### src/rtl/fir_par_sequencer_if.sv
// Generic valid/ready stream with an end-of-burst marker, one instance per direction.
// Latency: none, wires only.
// Backpressure: the slave side drives ready; a beat moves when valid && ready.
interface fir_par_sequencer_if #(
  parameter int W = 16
);
  logic         valid;
  logic         ready;
  logic [W-1:0] data;
  logic         last;

  modport master (output valid, output data, output last, input ready);
  modport slave  (input valid, input data, input last, output ready);
endinterface

### src/rtl/fir_par_sequencer.sv
// Packs a serial sample stream into 6-lane blocks for the parallel FIR datapath and re-serialises its results.
// Latency: first output of a block is valid 2 cycles after its fir_ce cycle; steady state 6 samples per 8 cycles.
// Backpressure: a non-empty output buffer holds the next block in ISSUE (s_ready low, fir_ce low) until it drains.
// Optional: define FIR_HIST_CLR_EN to append two zero-block fir_ce pulses after every burst, clearing datapath history.
module fir_par_sequencer #(
  parameter int LANES = 6,
  parameter int DW    = 16,
  parameter int OW    = 32,
  parameter int CW    = 16
) (
  input  logic                clk,
  input  logic                rst_n,
  fir_par_sequencer_if.slave  s_if,
  fir_par_sequencer_if.master m_if,
  output logic                fir_ce,
  output logic [LANES*DW-1:0] fir_din,
  input  logic [LANES*OW-1:0] fir_dout,
  output logic [CW-1:0]       blk_cnt,
  output logic                busy
);
  localparam int IW = 3;

`ifdef FIR_HIST_CLR_EN
  typedef enum logic [2:0] {ST_FILL, ST_ISSUE, ST_CAPT, ST_CLR1, ST_CLR2} state_t;
`else
  typedef enum logic [2:0] {ST_FILL, ST_ISSUE, ST_CAPT} state_t;
`endif

  state_t                   state_q, state_d;
  logic [IW-1:0]            in_idx_q, in_idx_d;
  logic [LANES-1:0][DW-1:0] din_q, din_d;
  logic [IW-1:0]            pend_nv_q, pend_nv_d;
  logic                     pend_last_q, pend_last_d;
  logic [CW-1:0]            blk_cnt_q, blk_cnt_d;
  logic [LANES-1:0][OW-1:0] obuf_q, obuf_d;
  logic [IW-1:0]            nvalid_q, nvalid_d;
  logic [IW-1:0]            out_idx_q, out_idx_d;
  logic                     last_q, last_d;
  logic                     fir_ce_q, fir_ce_d;
  logic                     s_ready_q, s_ready_d;
  logic                     m_valid_q, m_valid_d;
  logic                     m_last_q, m_last_d;
  logic [OW-1:0]            m_data_q, m_data_d;
  logic                     busy_q, busy_d;
  logic                     s_acc, m_take, obuf_empty_d, ce_state_d;

  // Next-state for the block FSM, the output buffer and all registered outputs.
  always_comb begin
    state_d     = state_q;
    in_idx_d    = in_idx_q;
    din_d       = din_q;
    pend_nv_d   = pend_nv_q;
    pend_last_d = pend_last_q;
    blk_cnt_d   = blk_cnt_q;
    obuf_d      = obuf_q;
    nvalid_d    = nvalid_q;
    last_d      = last_q;
    out_idx_d   = out_idx_q;

    s_acc  = s_if.valid && s_ready_q;
    m_take = m_valid_q && m_if.ready;

    if (m_take) begin
      out_idx_d = out_idx_q + 3'd1;
    end

    case (state_q)
      ST_FILL: begin
        if (s_acc) begin
          // A short final block zeroes every lane above the one just written.
          for (int i = 0; i < LANES; i++) begin
            if (in_idx_q == IW'(i)) begin
              din_d[i] = s_if.data;
            end else if (s_if.last && (IW'(i) > in_idx_q)) begin
              din_d[i] = '0;
            end
          end
          in_idx_d = in_idx_q + 3'd1;
          if ((in_idx_q == IW'(LANES - 1)) || s_if.last) begin
            state_d     = ST_ISSUE;
            pend_nv_d   = in_idx_q + 3'd1;
            pend_last_d = s_if.last;
          end
        end
      end
      ST_ISSUE: begin
        if (fir_ce_q) begin
          state_d   = ST_CAPT;
          blk_cnt_d = blk_cnt_q + CW'(1);
        end
      end
      ST_CAPT: begin
        // The buffer is known empty here: fir_ce only fired with it empty.
        obuf_d    = fir_dout;
        nvalid_d  = pend_nv_q;
        last_d    = pend_last_q;
        out_idx_d = '0;
        in_idx_d  = '0;
`ifdef FIR_HIST_CLR_EN
        if (pend_last_q) begin
          state_d = ST_CLR1;
          din_d   = '0;
        end else begin
          state_d = ST_FILL;
        end
`else
        state_d = ST_FILL;
`endif
      end
`ifdef FIR_HIST_CLR_EN
      ST_CLR1: begin
        if (fir_ce_q) begin
          state_d = ST_CLR2;
        end
      end
      ST_CLR2: begin
        if (fir_ce_q) begin
          state_d = ST_FILL;
        end
      end
`endif
      default: begin
        state_d = ST_FILL;
      end
    endcase

`ifdef FIR_HIST_CLR_EN
    ce_state_d = (state_d == ST_ISSUE) || (state_d == ST_CLR1) || (state_d == ST_CLR2);
`else
    ce_state_d = (state_d == ST_ISSUE);
`endif

    // fir_ce follows registered emptiness, so a drain finishing in ISSUE fires on the next cycle.
    obuf_empty_d = (out_idx_d >= nvalid_d);
    fir_ce_d     = ce_state_d && obuf_empty_d;
    s_ready_d    = (state_d == ST_FILL);
    busy_d       = (state_d != ST_FILL) || !obuf_empty_d;

    m_valid_d = !obuf_empty_d;
    m_data_d  = '0;
    if (m_valid_d) begin
      for (int i = 0; i < LANES; i++) begin
        if (out_idx_d == IW'(i)) begin
          m_data_d = obuf_d[i];
        end
      end
    end
    m_last_d = m_valid_d && last_d && (out_idx_d == (nvalid_d - 3'd1));
  end

  // State and output registers, cleared asynchronously; a partial block is discarded.
  always_ff @(posedge clk or negedge rst_n) begin
    if (!rst_n) begin
      state_q     <= ST_FILL;
      in_idx_q    <= '0;
      din_q       <= '0;
      pend_nv_q   <= '0;
      pend_last_q <= 1'b0;
      blk_cnt_q   <= '0;
      obuf_q      <= '0;
      nvalid_q    <= '0;
      out_idx_q   <= '0;
      last_q      <= 1'b0;
      fir_ce_q    <= 1'b0;
      s_ready_q   <= 1'b0;
      m_valid_q   <= 1'b0;
      m_data_q    <= '0;
      m_last_q    <= 1'b0;
      busy_q      <= 1'b0;
    end else begin
      state_q     <= state_d;
      in_idx_q    <= in_idx_d;
      din_q       <= din_d;
      pend_nv_q   <= pend_nv_d;
      pend_last_q <= pend_last_d;
      blk_cnt_q   <= blk_cnt_d;
      obuf_q      <= obuf_d;
      nvalid_q    <= nvalid_d;
      out_idx_q   <= out_idx_d;
      last_q      <= last_d;
      fir_ce_q    <= fir_ce_d;
      s_ready_q   <= s_ready_d;
      m_valid_q   <= m_valid_d;
      m_data_q    <= m_data_d;
      m_last_q    <= m_last_d;
      busy_q      <= busy_d;
    end
  end

  assign s_if.ready = s_ready_q;
  assign m_if.valid = m_valid_q;
  assign m_if.data  = m_data_q;
  assign m_if.last  = m_last_q;
  assign fir_ce     = fir_ce_q;
  assign fir_din    = din_q;
  assign blk_cnt    = blk_cnt_q;
  assign busy       = busy_q;
endmodule

### src/flat_wrapper.sv
// flat-port wrapper written by rule: the top's interface ports become plain ports
module fir_par_sequencer_flat 
#(
  parameter int LANES = 6,
  parameter int DW    = 16,
  parameter int OW    = 32,
  parameter int CW    = 16
)
  (clk, rst_n, fir_ce, fir_din, fir_dout, blk_cnt, busy, s_if_valid, s_if_data, s_if_last, s_if_ready, m_if_valid, m_if_data, m_if_last, m_if_ready);
  fir_par_sequencer_if #(.W(DW)) s_if_i ();
  fir_par_sequencer_if #(.W(OW)) m_if_i ();
  input  logic clk;
  input  logic rst_n;
  output logic fir_ce;
  output logic [LANES*DW-1:0] fir_din;
  input  logic [LANES*OW-1:0] fir_dout;
  output logic [CW-1:0] blk_cnt;
  output logic busy;
  input wire logic [$bits(s_if_i.valid)-1:0] s_if_valid;
  input wire logic [$bits(s_if_i.data)-1:0] s_if_data;
  input wire logic [$bits(s_if_i.last)-1:0] s_if_last;
  output wire logic [$bits(s_if_i.ready)-1:0] s_if_ready;
  output wire logic [$bits(m_if_i.valid)-1:0] m_if_valid;
  output wire logic [$bits(m_if_i.data)-1:0] m_if_data;
  output wire logic [$bits(m_if_i.last)-1:0] m_if_last;
  input wire logic [$bits(m_if_i.ready)-1:0] m_if_ready;
  assign s_if_i.valid = s_if_valid;
  assign s_if_i.data = s_if_data;
  assign s_if_i.last = s_if_last;
  assign s_if_ready = s_if_i.ready;
  assign m_if_valid = m_if_i.valid;
  assign m_if_data = m_if_i.data;
  assign m_if_last = m_if_i.last;
  assign m_if_i.ready = m_if_ready;
  fir_par_sequencer #(.LANES(LANES), .DW(DW), .OW(OW), .CW(CW)) u_core (.clk(clk), .rst_n(rst_n), .s_if(s_if_i), .m_if(m_if_i), .fir_ce(fir_ce), .fir_din(fir_din), .fir_dout(fir_dout), .blk_cnt(blk_cnt), .busy(busy));
endmodule
### config.mk
export PLATFORM = sky130hd
export DESIGN_NAME = fir_par_sequencer_flat
export DESIGN_NICKNAME = d
export VERILOG_FILES = /design/src/rtl/fir_par_sequencer_if.sv /design/src/rtl/fir_par_sequencer.sv /design/src/flat_wrapper.sv
export SDC_FILE = /design/constraint.sdc
export NUM_CORES = 1
export LEC_CHECK = 0
export ABC_AREA = 1
export ABC_CLOCK_PERIOD_IN_PS = 4300
export BUFFER_PORTS_ARGS = -buffer_cell sky130_fd_sc_hd__buf_2
export CORE_MARGIN = 3
export CORE_UTILIZATION = 50
export CTS_BUF_LIST = sky130_fd_sc_hd__clkbuf_4 sky130_fd_sc_hd__clkbuf_8
export DETAILED_ROUTE_END_ITERATION = 12
export HOLD_SLACK_MARGIN = 0.08
export PLACE_DENSITY_LB_ADDON = 0.12
export SETUP_SLACK_MARGIN = 0.5
export SLEW_MARGIN = 40
export SYNTH_ARGS = -nofsm -noshare
export SYNTH_HDL_FRONTEND = slang
export SYNTH_SLANG_ARGS = --single-unit
### constraint.sdc
create_clock -name clk -period 4.3 [get_ports clk]
set_clock_uncertainty 0.2 [all_clocks]
set_input_delay 0.43 -clock clk [delete_from_list [all_inputs] [get_ports clk]]
set_output_delay 0.43 -clock clk [all_outputs]
set_load 0.01 [all_outputs]
After elaboration in Yosys (flattened, before gate mapping)
Cells that the tools add are included.
{ "word_totals": {"register_bits": 358, "in_bits": 213, "output_inout_bits": 149, "wordCells": 117} }
{ "classes": {"add_sub_neg": 4, "order_cmp": 7, "n_eq_ne": 15, "muxes": 30, "n_reduce_logical": 35} }
{ "ops": {"columns": ["cell", "n"], "rows": [
  ["$mux 32", 7],
  ["$mux 16", 12],
  ["$mux 192", 1],
  ["$mux 3", 7],
  ["$reduce_and 3->1", 7],
  ["$add 16x1->16 const B", 1],
  ["$eq 3x2->1 const B", 5],
  ["$reduce_bool 2->1", 7],
  ["$eq 3x1->1 const B", 4],
  ["$eq 3x3->1 const B", 4],
  ["$logic_not 3->1", 4],
  ["$pmux 3 s2", 2],
  ["$logic_and 1x1->1", 11],
  ["$add 3x1->3 const B", 2],
  ["$gt 1x3->1 const A", 2],
  ["$gt 2x3->1 const A", 2],
  ["$gt 3x3->1 const A", 2],
  ["$reduce_and 2->1", 2],
  ["$eq 3x3->1", 1],
  ["$ge 3x3->1", 1],
  ["$reduce_bool 3->1", 1],
  ["$sub 3x1->3 const B", 1],
  ["$logic_or 1x1->1", 2],
  ["$ne 2x1->1 const B", 1],
  ["2 further kinds", 2]
]} }

Logic depth before layout (Yosys ltp)
Gate-level depths: netlist (run 1).
{ "depth": {"ltp_word": 11, "ltp_mapped": 14, "ltp_nobuf": 11} }

Worst setup path before layout (run 1)
OpenSTA, ideal clock, no wires.
{ "synth_path": {"kind": "reg2reg", "start": "reg u_core.state_q[0]", "end": "reg u_core.m_last_q, in the netlist u_core.m_if.last", "setup_ps": 72, "arrival_ps": 2609, "required_ps": 4028, "path_slack_ps": 1419, "path_stages_with_launch": 14, "path_buffers": 4, "period_less_slack_ps": 2881, "cell_sequence": "dfrtp_1 -> inv_2 -> nand3_2 -> buf_2 -> buf_2 -> buf_2 -> o21ai_0 -> ha_1 -> nand2_1 -> o21ai_0 -> a31oi_1 -> clkbuf_1 -> nand4_1 -> nor2_1"} }
{ "synth_via": {"elab_chain_cells": 6, "word_cells_on_any_way": 10, "cone_classes": "1 x add/sub; 1 x order compare; 2 x eq/ne; 3 x mux; 3 x reduce/logical"} }
{ "synth_lines": {"columns": ["item", "line_no", "source"], "rows": [
  ["from (decl)", "fir_par_sequencer.sv:29", "state_t state_q, state_d;"],
  ["from (signal assigned)", "fir_par_sequencer.sv:171", "state_q <= state_d;"],
  ["$eq 3x2->1 *", "fir_par_sequencer.sv:67", "case (state_q)"],
  ["$mux 3", "fir_par_sequencer.sv:67", null],
  ["$ge 3x3->1 *", "fir_par_sequencer.sv:134", "obuf_empty_d = (out_idx_d >= nvalid_d);"],
  ["$logic_not 1->1 *", "fir_par_sequencer.sv:139", "m_valid_d = !obuf_empty_d;"],
  ["via u_core.m_valid_d", "fir_par_sequencer.sv:41", "logic m_valid_q, m_valid_d;"],
  ["$logic_and 1x1->1 * (2 in series)", "fir_par_sequencer.sv:148", "m_last_d = m_valid_d && last_d && (out_idx_d == (nvalid_d - 3'd1));"],
  ["via u_core.m_last_d", "fir_par_sequencer.sv:42", "logic m_last_q, m_last_d;"],
  ["to (signal assigned)", "fir_par_sequencer.sv:185", "m_last_q <= m_last_d;"],
  ["to (decl)", "fir_par_sequencer.sv:42", null]
]} }
The timed path passes the listed nets; every way through them passes the cells marked *.
A chain may end at the register's enable or synchronous reset.

Worst setup path in the final report (run 1)
{ "layout_path": {"start": "in m_if_ready", "end": "reg u_core.m_data_q[4], in the netlist u_core.m_if.data[4]"} }
{ "layout_via": {"elab_chain_cells": 11, "word_cells_on_any_way": 17, "cone_classes": "1 x order compare; 5 x eq/ne; 9 x mux; 2 x reduce/logical"} }
{ "layout_lines": {"columns": ["item", "line_no", "source"], "rows": [
  ["from (decl)", "flat_wrapper.sv:26", "input wire logic [$bits(m_if_i.ready)-1:0] m_if_ready;"],
  ["$logic_and 1x1->1 *", "fir_par_sequencer.sv:61", "m_take = m_valid_q && m_if.ready;"],
  ["$mux 3 *", "fir_par_sequencer.sv:63", "if (m_take) begin"],
  ["$mux 3 *", "fir_par_sequencer.sv:67", null],
  ["$logic_not 3->1", "fir_par_sequencer.sv:143", "if (out_idx_d == IW'(i)) begin"],
  ["$mux 32 (6 in series)", "fir_par_sequencer.sv:143", null],
  ["$mux 32 *", "fir_par_sequencer.sv:141", "if (m_valid_d) begin"],
  ["via u_core.m_data_d[4]", "fir_par_sequencer.sv:43", "logic [OW-1:0] m_data_q, m_data_d;"],
  ["to (signal assigned)", "fir_par_sequencer.sv:184", "m_data_q <= m_data_d;"],
  ["to (decl)", "fir_par_sequencer.sv:43", null]
]} }
Marked as above.

==> metrics.md, run 1 <==
| Metric | Value |
|---|---|
| CTS Sinks | `358` |
| Synthesized cell area | `15200 µm²` |
| Post-CTS sizing | `0` |
| CP arrival | `3.39 ns` |
| Initial Util | `50.9%` |
| DIE WIDTH | `180 µm` |
| Syn avg cell area | `8.68 µm²` |
| Nature of the critical path endpoint | `flop` |
| Core Region | `29800 µm²` |
| Top cells by instance count after synthesis | `nand2_1, dfrtp_1, nand3_1, inv_1, o21ai_0` |
| Dpl hpwl | `29900 µm` |
| Full die area | `32500 µm²` |
| Post-synthesis sequential area ratio | `59.0%` |
| Clk buf depth | `3` |
| Worst slew pin tran | `0.798 ns` |
| Dominant cell type by area after synthesis | `dfrtp_1` |
| Rows | `63` |
| R2R cell count | `12` |
| Crit Path Class | `in -> reg` |
| Largest net degree at the start of global routing | `193` |
| Setup TNS | `0 ns` |
| Final Max Slew Viols | `0` |
| Slew HR | `46.8%` |
| Maximum clock frequency | `0.322 GHz` |
| Syn_nets | `1970` |
| Peak VDD IR | `0.426 mV` |
| Register area | `8960 µm²` |
| Wire length per cell | `17.7 µm` |
| Overflow after GRT | `0` |
| H-tree depth | `2` |
| Worst reg2reg setup slack | `1.27 ns` |
| Cells after DPL | `2419` |
| Port Buffers | `361` |
| RSZ-0062 raised after global routing | `false` |
| WL final | `48200 µm` |
| Synthesized instance count | `1748` |
| FF-to-FF End | `u_core.m_if.data[4]` |
| Vias in the first global route | `14588` |
| Multi-input gate area | `5380 µm²` |
| Tmin final | `3.11 ns` |
| Yosys reg bits | `358` |
| HP Class | `in -> reg` |
| Initial antenna violation count | `3` |
| Synth top area cells | `dfrtp_1, nand2_1, nand3_1` |
| Clock Root Buffer | `clkbuf_8` |
| WP data required | `4.59 ns` |
| Pwr Density | `627 nW/µm²` |
| Post-route ant nets | `0` |
| Status | `finished, final reports clean` |
| Layout cells sized above 1 | `21.8%` |
| Synth warnings | `0` |
| Nets@finish | `2523` |
| Die Span Y | `180 µm` |
| Crit path launch | `m_if_ready` |
| Count leader, synth | `nand2_1` |
| DR DRC count | `0` |
| IO Pins | `362` |
| Via density | `5.22` |
| CTS clk-pin slew, worst paths | `0.06 ns` |
| Reg-to-Reg Start | `u_core.out_idx_q[0]` |
| Worst setup path endpoint | `u_core.m_if.data[4]` |
| Critical path fanouts, max | `30` |
| Post-CTS setup repair buffer count | `0` |
| Post-synth ARST share | `100%` |
| Layout area overhead | `35.9%` |
| Final Hold Violating Endpoints | `0` |
| GRT Total Usage | `29.0%` |
| Gpl congestion | `0.844` |
| First-pass GRT wire length | `77200 µm` |
| Lkg Pwr | `10.5 nW` |
| Max Cap Violations | `0` |
| Post-synth EDFFs | `0` |
| Drt pass-1 iters | `5` |
| CTS Buf Count | `57` |
| CTS tree | `built` |
| Clk_lat worst skew | `0.56 ns` |
| First DRT Iteration DRCs | `1105` |
| Most used flip-flop cell after synthesis | `dfrtp_1` |
| Setup crit start kind | `input pin` |
| Synth top area share | `59.0%` |
| Setup Viol. Count Final | `0` |
| Via total after detailed routing | `14268` |
| Non-filler instance count after layout | `2732` |
| Fillcell total | `2289` |
| Cell variety after synth | `34` |
| Tcrit/Tclk final | `72.2%` |
-- where the power goes --
group          switching (W)  total (W)  internal (W)
Sequential          0.000455    0.00490       0.00445
Combinational        0.00330    0.00514       0.00184
Clock                0.00127    0.00289       0.00162
-- worst min path at each step --
stage | to | slack, ns | start | cells after the start
3_5_place_dp | u_core.obuf_q[165] | 0.25 | rst_n | 1
2_1_floorplan | u_core.blk_cnt[0] | -0.07 | rst_n | 0
3_3_place_gp | u_core.obuf_q[165] | 0.25 | rst_n | 1
4_1_cts | u_core.in_idx_q[0] | 0.12 | s_if_valid | 5
5_1_grt | u_core.in_idx_q[0] | 0.15 | s_if_valid | 5
6_report | u_core.in_idx_q[0] | 0.14 | s_if_valid | 5
-- layer usage --
layer	routed length, µm	global-route usage, %
met1	20000	38.5
met2	22300	46.1
met3	3920	6.92
met4	1970	12.3
met5	0	0
-- registers in the layout, indices dropped and copies added (netlist names), 3 cells and up --
signal            count
u_core.m_if.data     32
u_core.obuf_q       192
u_core.out_idx_q      3
u_core.state_q        3
u_core.fir_din       96
u_core.nvalid_q       3
u_core.blk_cnt       16
u_core.pend_nv_q      3
u_core.in_idx_q       3
-- cell usage in the layout, fill, tap and decap left out, types with 2 or more instances in the layout --
master           n
nand2_1        662
buf_2          360
dfrtp_1        358
dlygate4sd3_1  211
nand3_1        189
inv_1          106
o21ai_0         77
nor2_1          72
clkbuf_8        68
o22ai_1         50
nand4_1         37
o21ai_1         28
clkbuf_4        24
xor2_1          11
buf_4           10
ha_1             9
nor2_4           7
xnor2_1          7
inv_2            6
buf_8            5
buf_12           5
diode_2          4
a21oi_1          4
clkinv_2         4
nor2_2           3
nor3_1           3
buf_6            3
nand2_2          2
nand3_4          2
-- through the flow --
| step | util [%] | area, µm² | hold slack (ns) | total power (W) | worst slack, ns |
|---|---|---|---|---|---|
| after floorplan | - | 15200 | -0.0656 | 0.00799 | 1.42 |
| after global placement | 57.8 | 17200 | 0.254 | 0.00962 | 1.31 |
| after detailed placement | 58.1 | 17300 | 0.253 | 0.00985 | 1.21 |
| after CTS | 69.0 | 20600 | 0.119 | 0.0129 | 1.23 |
| after global routing | 69.2 | 20600 | 0.148 | 0.0139 | 0.919 |
| final | 69.2 | 20600 | 0.139 | 0.0129 | 1.19 |
-- timing repair --
action / CTS / global route
endpoints found under the setup margin: 0 / 0
hold endpoints to repair: 360 / 0
hold buffers: 211 / 0
-- worst max-delay path: stages --
cell,delay (ns)
dlygate4sd3_1,0.55
buf_2,0.14
nand2_1,0.09
o21bai_1,0.22
nand3_4,0.32
inv_2,0.31
ha_1,0.33
a21oi_1,0.13
o21ai_0,0.15
a31oi_4,0.18
buf_4,0.25
o21ai_0,0.13
nor2_1,0.13
-- cell families after synthesis --
logic type      after synthesis  synth area share [%]
simple gates                982                  27.1
flops                       358                  59.0
buf+inv                     213                  5.95
compound gates              167                  6.13
xor+xnor                     18                  1.04
fa+ha+maj                     9                 0.742
other cells                   1                0.0247
-- layout make-up --
cell class	count	area share, %
antenna	4	0.0485
tap	390	2.37
multi-input combinational	1177	26.1
clock buffer	92	5.41
sequential	358	43.5
inverter	112	2.04
clock inverter	4	0.0971
timing repair buffer	595	20.5
(Power assumes the default switching activity.)
==> inputs of run 2 (changes only) <==
--- a/config.mk
+++ b/config.mk
@@ -6,7 +6,7 @@
 export NUM_CORES = 1
 export LEC_CHECK = 0
 export ABC_AREA = 1
-export ABC_CLOCK_PERIOD_IN_PS = 4300
+export ABC_CLOCK_PERIOD_IN_PS = 2790
 export BUFFER_PORTS_ARGS = -buffer_cell sky130_fd_sc_hd__buf_2
 export CORE_MARGIN = 3
 export CORE_UTILIZATION = 50
==> constraint.sdc (replaced) <==
create_clock -name clk -period 2.79 [get_ports clk]
set_clock_uncertainty 0.2 [all_clocks]
set_input_delay 0.279 -clock clk [delete_from_list [all_inputs] [get_ports clk]]
set_output_delay 0.279 -clock clk [all_outputs]
set_load 0.01 [all_outputs]
==> metrics.md, run 2 (synthesized netlist as in run 1, its figures left out) <==
| Metric | Value |
|---|---|
| Hold EP | `u_core.obuf_q[174]` |
| Hold_sp | `fir_dout[174]` |
| Worst slew pin tran | `0.706 ns` |
| Setup Viol. Count Final | `0` |
| Setup crit start kind | `flop` |
| Clk buf depth | `3` |
| Dpl hpwl | `30400 µm` |
| Slew HR | `52.8%` |
| Lkg Pwr | `10.8 nW` |
| Hold Crit Depth | `4` |
| Share of power burned in registers | `35.1%` |
| CP arrival | `2.66 ns` |
| Clk_lat worst skew | `0.60 ns` |
| Layout area overhead | `40.6%` |
| Initial antenna violation count | `7` |
| Setup TNS | `0 ns` |
| GRT Total Usage | `30.0%` |
| Gate power share | `43.9%` |
| Core Region | `29800 µm²` |
| WL final | `50300 µm` |
| Final Cell Area | `21300 µm²` |
| H-tree depth | `2` |
| Max Cap Violations | `0` |
| Placed cell areas | `17500 µm²` |
| Via total after detailed routing | `14536` |
| Internal power | `0.0131 W` |
| Tcrit/Tclk final | `83.7%` |
| Die Span Y | `180 µm` |
| Overall power | `0.0217 W` |
| CTS tree | `built` |
| Most common cell after layout, fill and taps aside | `nand2_1` |
| FF-to-FF End | `u_core.m_if.data[3]` |
| Switching share of total power | `39.3%` |
| Maximum clock frequency | `0.428 GHz` |
| Layout cells sized above 1 | `24.3%` |
| Gpl congestion | `0.868` |
| IO Pins | `362` |
| Vias in the first global route | `15155` |
| CTS Sinks | `358` |
| Full die area | `32500 µm²` |
| Wire length per cell | `18.1 µm` |
| Largest Register | `u_core.obuf_q` |
| Clock Power Share | `21.0%` |
| Largest net degree at the start of global routing | `130` |
| Via density | `5.23` |
| Drt pass-1 iters | `5` |
| First-pass GRT wire length | `79500 µm` |
| DIE WIDTH | `180 µm` |
| HP Class | `in -> reg` |
| Port Buffers | `361` |
| CTS Buf Count | `57` |
| Initial Util | `50.9%` |
| CTS clk-pin slew, worst paths | `0.06 ns` |
| Nature of the critical path endpoint | `flop` |
| Rows | `63` |
| Status | `finished, final reports clean` |
| R2R cell count | `12` |
| Overflow after GRT | `0` |
| Nets@finish | `2564` |
| Reg-to-Reg Start | `u_core.out_idx_q[1]` |
| Max reg flops | `192` |
| Post-route ant nets | `0` |
| DR DRC count | `0` |
| WP data required | `3.12 ns` |
| Final Max Slew Viols | `0` |
| Final Hold Violating Endpoints | `0` |
| RSZ-0062 raised after global routing | `true` |
| Most frequent cells in the layout | `nand2_1, buf_2, dfrtp_1, dlygate4sd3_1, nand3_1` |
| Peak VDD IR | `0.796 mV` |
| WHS | `0.235 ns` |
| Critical path fanouts, max | `5` |
| First DRT Iteration DRCs | `1089` |
| Clock Root Buffer | `clkbuf_8` |
| Crit Path Class | `reg -> reg` |
| Worst reg2reg setup slack | `0.46 ns` |
| Pwr Density | `1010 nW/µm²` |
| Tmin final | `2.33 ns` |
| Net Switching | `0.00851 W` |
## run 2: cell types whose count changed in the layout (fill, tap and decap cells not counted), sizes merged
| cell | previous run | this run |
|---|---|---|
| buf | 384 | 418 |
| clkbuf | 92 | 97 |
| clkinv | 4 | 2 |
| clkinvlp | 0 | 2 |
| diode | 4 | 6 |
| dlygate4sd3 | 211 | 213 |
| inv | 112 | 114 |
| nand3 | 192 | 193 |
## run 2: worst max-delay path by stage
stage / slack [ns] / endpoint / start
3_3_place_gp: 0.32 / u_core.m_if.data[4] / u_core.state_q[0]
2_1_floorplan: 0.40 / u_core.m_if.last / u_core.state_q[2]
6_report: 0.46 / u_core.m_if.data[3] / u_core.out_idx_q[1]
3_5_place_dp: 0.21 / u_core.m_if.data[2] / u_core.state_q[0]
4_1_cts: 0.49 / u_core.m_if.data[2] / u_core.out_idx_q[0]
5_1_grt: 0.34 / u_core.m_if.data[15] / u_core.out_idx_q[0]
## run 2: power groups by stage
stage                     combinational, W  sequential [W]  clock (W)
after floorplan                    0.00474         0.00783          0
after global placement             0.00778         0.00758          0
after detailed placement           0.00795         0.00760          0
after CTS                          0.00877         0.00756    0.00463
after global routing                0.0104         0.00774    0.00486
final                              0.00950         0.00760    0.00455
## run 2: routing by layer
layer	GRT usage, %	wire length (µm)
met1	36.8	19600
met2	51.4	24900
met3	6.86	3770
met4	12.7	2090
met5	0	13
## run 2: worst max-delay path, stage by stage, from the launching register on
cell and delay, ns:
dfrtp_1 0.41, ha_4 0.17, nand4_1 0.15, nand3_4 0.14
inv_4 0.05, ha_4 0.24, a21oi_2 0.13, o21ai_2 0.08
a31oi_4 0.18, buf_6 0.18, clkbuf_16 0.16, o21ai_0 0.07
nor2_1 0.10
## run 2: cell type report
class | count | area [µm²]
sequential | 358 | 8960
fill | 2271 | 8460
multi-input combinational | 1178 | 5520
timing repair buffer | 635 | 4760
clock buffer | 93 | 1120
tap | 390 | 488
inverter | 112 | 425
clock inverter | 6 | 42.5
antenna | 6 | 15.0
## run 2: through the flow
step                      instances  setup slack [ns]  utilization, %
after floorplan                1748             0.397               -
after global placement         2431             0.321            58.7
after detailed placement       2431             0.207            58.7
after CTS                      2760             0.488            70.6
after global routing           2778             0.342            71.6
final                          2778             0.455            71.6
## run 2: repair_timing
item | CTS | global route
setup buffers | 13 | 7
hold endpoints to repair | 688 | 0
resized for setup | 21 | 29
hold buffers | 213 | 0
cloned | 4 | 5
pin swaps | 13 | 26
endpoints found under the setup margin | 36 | 37
